## src/rtl/protocol_fsm_if.sv

```systemverilog
// Request, encoder and decoder signals of the protocol transaction FSM.
// The master side drives requests and link responses; slave is the FSM.
interface protocol_fsm_if;
  logic        input_ready;
  logic        send_in;
  logic [6:0]  addr;
  logic [3:0]  endp;
  logic [63:0] data_down;
  logic        free;
  logic        bad;
  logic        recv_ready;
  logic [63:0] data_up;
  logic        pkt_valid;
  logic [3:0]  pkt_pid;
  logic [6:0]  pkt_addr;
  logic [3:0]  pkt_endp;
  logic [63:0] pkt_data;
  logic        enc_done;
  logic        dec_valid;
  logic [3:0]  dec_pid;
  logic [63:0] dec_data;
  logic        dec_error;

  modport master (
    output input_ready, send_in, addr, endp,
    output data_down, enc_done,
    output dec_valid, dec_pid, dec_data,
    output dec_error,
    input  free, bad, recv_ready, data_up,
    input  pkt_valid, pkt_pid, pkt_addr,
    input  pkt_endp, pkt_data
  );

  modport slave (
    input  input_ready, send_in, addr, endp,
    input  data_down, enc_done,
    input  dec_valid, dec_pid, dec_data,
    input  dec_error,
    output free, bad, recv_ready, data_up,
    output pkt_valid, pkt_pid, pkt_addr,
    output pkt_endp, pkt_data
  );
endinterface

```

## src/rtl/protocol_fsm.sv

```systemverilog
// Host-side transaction FSM: token, data, handshake, retry and timeout.
// One request in flight; failed attempts retransmit from the token.
module protocol_fsm #(
  parameter int TIMEOUT   = 255,
  parameter int MAX_TRIES = 8
) (
  input  logic          clk,
  input  logic          rst_L,
  protocol_fsm_if.slave bus
);
  localparam logic [3:0] PID_OUT   = 4'b0001;
  localparam logic [3:0] PID_IN    = 4'b1001;
  localparam logic [3:0] PID_DATA0 = 4'b0011;
  localparam logic [3:0] PID_ACK   = 4'b0010;
  localparam logic [3:0] PID_NAK   = 4'b1010;
  localparam int         RW        = $clog2(MAX_TRIES + 1);
  localparam logic [7:0] TO_LAST   = 8'(TIMEOUT - 1);

  typedef enum logic [2:0] {
    IDLE, TOKEN, DATA, WAIT_HS,
    WAIT_DATA, SEND_HS, DONE
  } state_t;

  state_t        state_q, state_d;
  logic [6:0]    addr_q, addr_d;
  logic [3:0]    endp_q, endp_d;
  logic [63:0]   data_q, data_d;
  logic [63:0]   up_q, up_d;
  logic          send_in_q, send_in_d;
  logic          hs_ack_q, hs_ack_d;
  logic          bad_q, bad_d;
  logic          recv_q, recv_d;
  logic [RW-1:0] retry_q, retry_d;
  logic [7:0]    timer_q, timer_d;
  logic          fail;
  logic          timed_out;
  logic          ack_ok;
  logic          data_ok;
  logic          pkt_valid;
  logic [3:0]    pkt_pid;

  assign timed_out = (timer_q == TO_LAST);
  assign ack_ok  = !bus.dec_error
                && (bus.dec_pid == PID_ACK);
  assign data_ok = !bus.dec_error
                && (bus.dec_pid == PID_DATA0);

  always_comb begin
    state_d   = state_q;
    addr_d    = addr_q;
    endp_d    = endp_q;
    data_d    = data_q;
    up_d      = up_q;
    send_in_d = send_in_q;
    hs_ack_d  = hs_ack_q;
    recv_d    = recv_q;
    retry_d   = retry_q;
    timer_d   = timer_q;
    bad_d     = 1'b0;
    fail      = 1'b0;
    unique case (state_q)
      IDLE: begin
        if (bus.input_ready) begin
          addr_d    = bus.addr;
          endp_d    = bus.endp;
          data_d    = bus.data_down;
          send_in_d = bus.send_in;
          retry_d   = '0;
          recv_d    = 1'b0;
          state_d   = TOKEN;
        end
      end
      TOKEN: begin
        if (bus.enc_done) begin
          timer_d = '0;
          state_d = send_in_q ? WAIT_DATA : DATA;
        end
      end
      DATA: begin
        if (bus.enc_done) begin
          timer_d = '0;
          state_d = WAIT_HS;
        end
      end
      WAIT_HS: begin
        if (bus.dec_valid) begin
          if (ack_ok) state_d = DONE;
          else        fail    = 1'b1;
        end else if (timed_out) begin
          fail = 1'b1;
        end else begin
          timer_d = timer_q + 8'd1;
        end
      end
      WAIT_DATA: begin
        // a bad data packet is answered with NAK before retrying
        if (bus.dec_valid) begin
          hs_ack_d = data_ok;
          if (data_ok) up_d = bus.dec_data;
          state_d = SEND_HS;
        end else if (timed_out) begin
          fail = 1'b1;
        end else begin
          timer_d = timer_q + 8'd1;
        end
      end
      SEND_HS: begin
        if (bus.enc_done) begin
          if (hs_ack_q) begin
            recv_d  = 1'b1;
            state_d = DONE;
          end else begin
            fail = 1'b1;
          end
        end
      end
      DONE:    state_d = IDLE;
      default: state_d = IDLE;
    endcase
    if (fail) begin
      retry_d = retry_q + RW'(1);
      if (int'(retry_q) + 1 < MAX_TRIES) begin
        state_d = TOKEN;
      end else begin
        bad_d   = 1'b1;
        state_d = IDLE;
      end
    end
  end

  always_comb begin
    pkt_valid = 1'b0;
    pkt_pid   = '0;
    unique case (state_q)
      TOKEN: begin
        pkt_valid = 1'b1;
        pkt_pid   = send_in_q ? PID_IN : PID_OUT;
      end
      DATA: begin
        pkt_valid = 1'b1;
        pkt_pid   = PID_DATA0;
      end
      SEND_HS: begin
        pkt_valid = 1'b1;
        pkt_pid   = hs_ack_q ? PID_ACK : PID_NAK;
      end
      default: ;
    endcase
  end

  always_ff @(posedge clk) begin
    if (!rst_L) begin
      state_q   <= IDLE;
      addr_q    <= '0;
      endp_q    <= '0;
      data_q    <= '0;
      up_q      <= '0;
      send_in_q <= 1'b0;
      hs_ack_q  <= 1'b0;
      recv_q    <= 1'b0;
      retry_q   <= '0;
      timer_q   <= '0;
      bad_q     <= 1'b0;
    end else begin
      state_q   <= state_d;
      addr_q    <= addr_d;
      endp_q    <= endp_d;
      data_q    <= data_d;
      up_q      <= up_d;
      send_in_q <= send_in_d;
      hs_ack_q  <= hs_ack_d;
      recv_q    <= recv_d;
      retry_q   <= retry_d;
      timer_q   <= timer_d;
      bad_q     <= bad_d;
    end
  end

  assign bus.free       = (state_q == IDLE);
  assign bus.bad        = bad_q;
  assign bus.recv_ready = recv_q;
  assign bus.data_up    = up_q;
  assign bus.pkt_valid  = pkt_valid;
  assign bus.pkt_pid    = pkt_pid;
  assign bus.pkt_addr   = addr_q;
  assign bus.pkt_endp   = endp_q;
  assign bus.pkt_data   = data_q;
endmodule

```

## src/flat_wrapper.sv

```systemverilog
// flat-port wrapper written by rule: the top's interface ports become plain ports
module protocol_fsm_flat 
#(
  parameter int TIMEOUT   = 255,
  parameter int MAX_TRIES = 8
)
  (clk, rst_L, bus_input_ready, bus_send_in, bus_addr, bus_endp, bus_data_down, bus_enc_done, bus_dec_valid, bus_dec_pid, bus_dec_data, bus_dec_error, bus_free, bus_bad, bus_recv_ready, bus_data_up, bus_pkt_valid, bus_pkt_pid, bus_pkt_addr, bus_pkt_endp, bus_pkt_data);
  protocol_fsm_if bus_i ();
  input  logic clk;
  input  logic rst_L;
  input wire logic [$bits(bus_i.input_ready)-1:0] bus_input_ready;
  input wire logic [$bits(bus_i.send_in)-1:0] bus_send_in;
  input wire logic [$bits(bus_i.addr)-1:0] bus_addr;
  input wire logic [$bits(bus_i.endp)-1:0] bus_endp;
  input wire logic [$bits(bus_i.data_down)-1:0] bus_data_down;
  input wire logic [$bits(bus_i.enc_done)-1:0] bus_enc_done;
  input wire logic [$bits(bus_i.dec_valid)-1:0] bus_dec_valid;
  input wire logic [$bits(bus_i.dec_pid)-1:0] bus_dec_pid;
  input wire logic [$bits(bus_i.dec_data)-1:0] bus_dec_data;
  input wire logic [$bits(bus_i.dec_error)-1:0] bus_dec_error;
  output wire logic [$bits(bus_i.free)-1:0] bus_free;
  output wire logic [$bits(bus_i.bad)-1:0] bus_bad;
  output wire logic [$bits(bus_i.recv_ready)-1:0] bus_recv_ready;
  output wire logic [$bits(bus_i.data_up)-1:0] bus_data_up;
  output wire logic [$bits(bus_i.pkt_valid)-1:0] bus_pkt_valid;
  output wire logic [$bits(bus_i.pkt_pid)-1:0] bus_pkt_pid;
  output wire logic [$bits(bus_i.pkt_addr)-1:0] bus_pkt_addr;
  output wire logic [$bits(bus_i.pkt_endp)-1:0] bus_pkt_endp;
  output wire logic [$bits(bus_i.pkt_data)-1:0] bus_pkt_data;
  assign bus_i.input_ready = bus_input_ready;
  assign bus_i.send_in = bus_send_in;
  assign bus_i.addr = bus_addr;
  assign bus_i.endp = bus_endp;
  assign bus_i.data_down = bus_data_down;
  assign bus_i.enc_done = bus_enc_done;
  assign bus_i.dec_valid = bus_dec_valid;
  assign bus_i.dec_pid = bus_dec_pid;
  assign bus_i.dec_data = bus_dec_data;
  assign bus_i.dec_error = bus_dec_error;
  assign bus_free = bus_i.free;
  assign bus_bad = bus_i.bad;
  assign bus_recv_ready = bus_i.recv_ready;
  assign bus_data_up = bus_i.data_up;
  assign bus_pkt_valid = bus_i.pkt_valid;
  assign bus_pkt_pid = bus_i.pkt_pid;
  assign bus_pkt_addr = bus_i.pkt_addr;
  assign bus_pkt_endp = bus_i.pkt_endp;
  assign bus_pkt_data = bus_i.pkt_data;
  protocol_fsm #(.TIMEOUT(TIMEOUT), .MAX_TRIES(MAX_TRIES)) u_core (.clk(clk), .rst_L(rst_L), .bus(bus_i));
endmodule
```

## config.mk

```make
export PLATFORM = sky130hd
export DESIGN_NAME = protocol_fsm_flat
export DESIGN_NICKNAME = d
export VERILOG_FILES = /design/src/rtl/protocol_fsm_if.sv /design/src/rtl/protocol_fsm.sv /design/src/flat_wrapper.sv
export SDC_FILE = /design/constraint.sdc
export NUM_CORES = 1
export LEC_CHECK = 0
export BUFFER_PORTS_ARGS = -buffer_cell sky130_fd_sc_hd__buf_2
export CAP_MARGIN = 20
export CORE_ASPECT_RATIO = 0.7
export CORE_MARGIN = 4
export CORE_UTILIZATION = 40
export CTS_CLUSTER_DIAMETER = 30
export DETAILED_ROUTE_END_ITERATION = 16
export GPL_TIMING_DRIVEN = 0
export PLACE_DENSITY = 0.82
export SLEW_MARGIN = 5
export SYNTH_ARGS = -nofsm -noshare
export SYNTH_HDL_FRONTEND = slang
export SYNTH_SLANG_ARGS = --single-unit
```

## constraint.sdc

```tcl
create_clock -name clk -period 2.1 [get_ports clk]
set_input_delay 0.105 -clock clk [delete_from_list [all_inputs] [get_ports clk]]
set_output_delay 0.105 -clock clk [all_outputs]
set_load 0.01 [all_outputs]
```

Yosys cells after proc, flatten, opt, wreduce, memory -nomap -nowiden
Index checks and enable logic that the tools add are counted.
{"block": "totals", "ff_bits": 158, "input_bits": 150, "elab_cells": 91, "out_inout_bits": 147}
{"block": "op_classes", "n_lt_le_gt_ge": 1, "mux": 35, "reduce_logical": 19, "n_eq_ne": 22, "add_sub_neg": 3}
{"operator": "32-bit by 5-bit < comparator with 1-bit output, second input constant", "n": 1}
{"operator": "3-bit two-way mux", "n": 10}
{"operator": "8-bit two-way mux", "n": 3}
{"operator": "4-bit two-way mux", "n": 5}
{"operator": "3-bit by 2-bit inequality test with 1-bit output, second input constant", "n": 6}
{"operator": "3-bit case mux with 6 select lines", "n": 1}
{"operator": "8-bit case mux with 2 select lines", "n": 1}
{"operator": "1-bit two-way mux", "n": 12}
{"operator": "4-bit case mux with 3 select lines", "n": 1}
{"operator": "8-bit by 1-bit adder with 8-bit output, second input constant", "n": 1}
{"operator": "4-bit by 2-bit == test with 1-bit output, second input constant", "n": 2}
{"operator": "8-bit == test, second input constant", "n": 1}
{"operator": "2-bit inequality test, second input constant", "n": 4}
{"operator": "2-bit AND reduction", "n": 4}
{"operator": "4-bit AND reduction", "n": 2}
{"operator": "8-bit AND reduction", "n": 1}
{"operator": "2-bit nonzero test", "n": 4}
{"operator": "3-bit by 2-bit == test with 1-bit output, second input constant", "n": 2}
{"operator": "3-bit == test, second input constant", "n": 2}
{"operator": "3-bit by 1-bit inequality test with 1-bit output, second input constant", "n": 2}
{"operator": "4-bit by 1-bit adder with 5-bit output, second input constant", "n": 1}
{"operator": "4-bit by 1-bit adder with 4-bit output, second input constant", "n": 1}
{"operator": "2-bit by 1-bit inequality test with 1-bit output, second input constant", "n": 2}
{"operator": "2-bit OR reduction", "n": 2}
{"operator": "8 further kinds", "n": 9}

Longest topological paths before layout
{"block": "depth", "depth_word": 7, "mapped_depth": 8, "depth_no_buf": 6}

Worst setup path before layout
Ideal clock, no wire load.
{"block": "synth_timing", "kind": "reg2reg", "startpoint": "register u_core.state_q[0]", "endpoint": "register u_core.data_q[50] (netlist: u_core.bus.pkt_data[50])", "path_stages_with_launch": 8, "slack_ns": 0.360, "t_required_ns": 1.968, "setup_time_ns": 0.132, "t_arrival_ns": 1.608, "path_buffers": 4, "period_less_slack_ns": 1.740, "path_cell_list": "dfxtp_1 > clkbuf_1 > or4b_1 > clkbuf_1 > buf_2 > clkbuf_1 > nand2_1 > a21oi_1"}
{"block": "synth_between", "elab_chain_cells": 2}
{"element": "start, declared", "line": "protocol_fsm.sv:24", "source": "state_t state_q, state_d;"}
{"element": "start signal, assigned", "line": "protocol_fsm.sv:165", "source": "state_q <= state_d;"}
{"element": "3-bit logical NOT", "line": "protocol_fsm.sv:61", "source": "unique case (state_q)"}
{"element": "2-bit AND reduction (no line)"}
{"element": "end signal, assigned", "line": "protocol_fsm.sv:168", "source": "data_q <= data_d;"}
{"element": "end, declared", "line": "protocol_fsm.sv:27", "source": "logic [63:0] data_q, data_d;"}
Every way passes these cells.
A chain may end at the register's enable or synchronous reset.

Final worst setup path
{"block": "layout_timing", "startpoint": "register u_core.state_q[2]", "endpoint": "register u_core.timer_q[7]"}
{"block": "layout_between", "elab_chain_cells": 4, "elab_cells_between_ends": 12, "classes_between": "eq/ne: 7; mux: 1; reduce/logical: 4"}
{"element": "3-bit by 2-bit == test with 1-bit output, or another cell as far along", "line": "protocol_fsm.sv:61"}
{"element": "2-bit OR reduction (no line)"}
{"element": "2-bit inequality test (no line), or another cell as far along"}
{"element": "4-bit AND reduction (no line)"}
{"element": "end signal, assigned", "line": "protocol_fsm.sv:174", "source": "timer_q <= timer_d;"}
{"element": "end, declared", "line": "protocol_fsm.sv:34", "source": "logic [7:0] timer_q, timer_d;"}
Several ways; a longest one is shown, not always the timed one.

==> out/qor.csv <==
stage,metric,value,unit
synth,seq_area_frac_synth,52.8,%
pwr,leakagePower,4.34,nW
global_route,grt_start_max_net_pins,18,
job,cap_violations,0,
timing,period_share,94.6,%
clocking,clk_latency,0.41,ns
floorplanning,start_util,40.8,%
detailed_routing,num_vias,7162,
critical_path,critPathCaptureType,register,
timing,rsz0062_at_grt,true,
clocking,clockBufferDepth,2,
clocking,cts_tree,done,
timing,clock_skew,0.0144,ns
detailed_routing,drc,0,
critical_path,rrSetupSlack,0.11,ns
floorplanning,pin_count,297,
layout,fin_util,66.3,%
critical_path,startpoint,u_core.state_q[2],
global_route,grt_antenna_before_repair,0,
place,portBuffers,295,
synth,synth-edff-count,0,
synth,synth-seq-cells,158,
clocking,cts-buffers-inserted,17,
detailed_routing,ant_nets,0,
place,hpwl,14400,µm
synth,synth_ff_type,dfxtp_1,
timing,setup_violations,0,
min_path,hold_depth,3,
floorplanning,coreArea,14700,µm²
detailed_routing,vias_per_cell,5.05,
synth,mappedNetlistArea,5990,µm²
min_path,min_path_type,primary input to register,
floorplanning,rows,37,
critical_path,crit_fanout,10,
layout,fin_area,9730,µm²
timing,tightest_slew,0.747,ns
timing,relSlewSlack,50.2,%
pwr,power,7.24,mW
clocking,cts.sinks,158,
synth,syn-mean-instance-area,7.91,µm²
critical_path,rr_worst_depth,5,
floorplanning,die_h,110,µm
layout,num-fill-cells,1129,
layout,layout_commonest_cell,buf_2,
clocking,path_clk_slew,0.07,ns
pwr,max-vdd-ir-drop,530,µV
synth,syn_nets,910,
global_route,overflow,0,
detailed_routing,wirelength,22700,µm
synth,syn_inst,757,
min_path,hold_path_end,u_core.bus.recv_ready,
detailed_routing,drt_pass1_iterations,7,
layout,multi_input_area,2580,µm²
synth,yosysWarningCount,0,
critical_path,r2r-end,u_core.timer_q[7],
timing,max_freq,503,MHz
layout,nets,1362,
critical_path,path_class,register to register,
global_route,grtUsageTotal,25.4,%
synth,ys_types,50,
timing,whs,0.0853,ns
pwr,powerDensity,744,nW/µm²
floorplanning,die-area,17000,µm²
min_path,hp-start,bus_enc_done,
timing,hold_violations,0,
timing,period_needed,1.99,ns
layout,drive_gt1_share,29.7,%
critical_path,reg2reg_from,u_core.state_q[2],
synth,synth-async-reset-ratio,0,%
place,place_area,7710,µm²
floorplanning,die_w,154,µm
detailed_routing,drt-initial-drc-count,621,
timing,finalMaxSlewViolations,0,
outcome,status,completed,
place,gp_congestion,0.899,
detailed_routing,wl_per_cell,16.0,µm
global_route,grt_pass1_vias,6929,
critical_path,crit_required,2.44,ns
layout,seq_area,3160,µm²
critical_path,cp.arrival,2.32,ns
clocking,root_buffer,clkbuf_16,
clocking,h-tree-depth,4,
global_route,grt_first_pass_wirelength,34900,µm
layout,areaGrowthSynthToFinish,62.5,%
critical_path,critPathLaunchType,register,
layout,final_cell_mix,"buf_2, nand2_1, dfxtp_1, a21oi_1, dlygate4sd3_1",
==> critical path, stage by stage (launching register included) <==
cell and delay [ns]:
dfxtp_1 0.44, buf_2 0.24, nor3b_2 0.26, a21oi_1 0.17
a2111oi_1 0.58, mux2i_1 0.23
==> per-stage QoR <==
step | instances | setup slack [ns] | TNS [ns]
after floorplan | 757 | 0.360 | 0
after global placement | 1247 | -0.0378 | -0.399
after detailed placement | 1247 | -0.114 | -1.11
after CTS | 1418 | 0.0101 | 0
after global routing | 1417 | -0.0350 | -0.0646
final | 1418 | 0.113 | 0
==> power breakdown <==
group / leakage [nW] / internal (mW) / total [mW] / switching [mW]
Clock: 0.282 / 1.62 / 3.02 / 1.40
Sequential: 1.28 / 3.11 / 3.18 / 0.0690
Combinational: 2.77 / 0.492 / 1.04 / 0.545
==> cell type report <==
class / instances / area share (%)
diodes: 1 / 0.0257
plain buffers: 54 / 2.69
clock buffers: 18 / 4.51
clock inverters: 14 / 1.45
inverters: 6 / 0.231
multi-input cells: 537 / 26.5
flip-flops and latches: 158 / 32.5
well taps: 195 / 2.51
repair buffers: 435 / 29.6
==> logic make-up after synthesis <==
family,count (synthesis),synth area share [%]
xor gates and xnor gates,1,0.146
AOI/OAI and AO/OA,174,15.7
muxes,11,1.86
DFF,158,52.8
other,1,0.0626
and+or+nand+nor,346,24.2
adders and majority gates,4,0.794
buffers and inverters,62,4.41
==> sequential cells by signal (all words and copies together) (netlist names) <==
name and cells:
u_core.hs_ack_q 1, u_core.timer_q 8, u_core.retry_q 4, u_core.bus.bad 1, u_core.bus.recv_ready 1, u_core.bus.data_up 64, u_core.bus.pkt_addr 7, u_core.bus.pkt_endp 4
u_core.bus.pkt_data 64, u_core.state_q 3, u_core.send_in_q 1
==> worst max path at each step <==
stage / end / cells after the start
finish: u_core.timer_q[7] / 5
global route: u_core.timer_q[7] / 5
CTS: u_core.timer_q[7] / 6
detailed placement: u_core.bus.data_up[28] / 8
global placement: u_core.bus.data_up[25] / 8
floorplan: u_core.bus.pkt_data[50] / 7
==> Yosys cell counts (2+ instances only) <==
cell type  number  area (µm²)
nand3b_1        2        15.0
nand2b_1        9        56.3
nor2b_1         4        25.0
nor2_1          3        11.3
nor3_1          2        10.0
mux2i_1        10         100
a2111oi_0       3        26.3
o22ai_1         3        18.8
o21bai_1        2        15.0
and3_1          3        18.8
ha_1            3        37.5
a211oi_1        4        30.0
nor3b_1         2        15.0
inv_1           6        22.5
or4_1           2        15.0
nand4_1         4        25.0
buf_2          16        80.1
dfxtp_1       158        3160
nand3_1        11        55.1
a21oi_1       147         736
clkbuf_1       36         135
nand2_1       293        1100
o21ai_0         5        25.0
buf_1           2        7.51
nor3_2          2        20.0
==> routing by layer <==
layer,GRT usage [%],wire length [µm],vias up
li1,-,-,3413
met1,30.3,8970,3272
met2,42.7,11000,402
met3,7.37,1940,75
met4,12.2,786,0
met5,0,0,-
==> what timing repair did <==
action,CTS,global route
pin swaps,0,0
endpoints found under the hold margin,140,0
gates resized for setup,6,19
setup endpoints to repair,32,116
buffers inserted,0,0
hold buffers,140,0
Power figures use the tool's default switching activity.
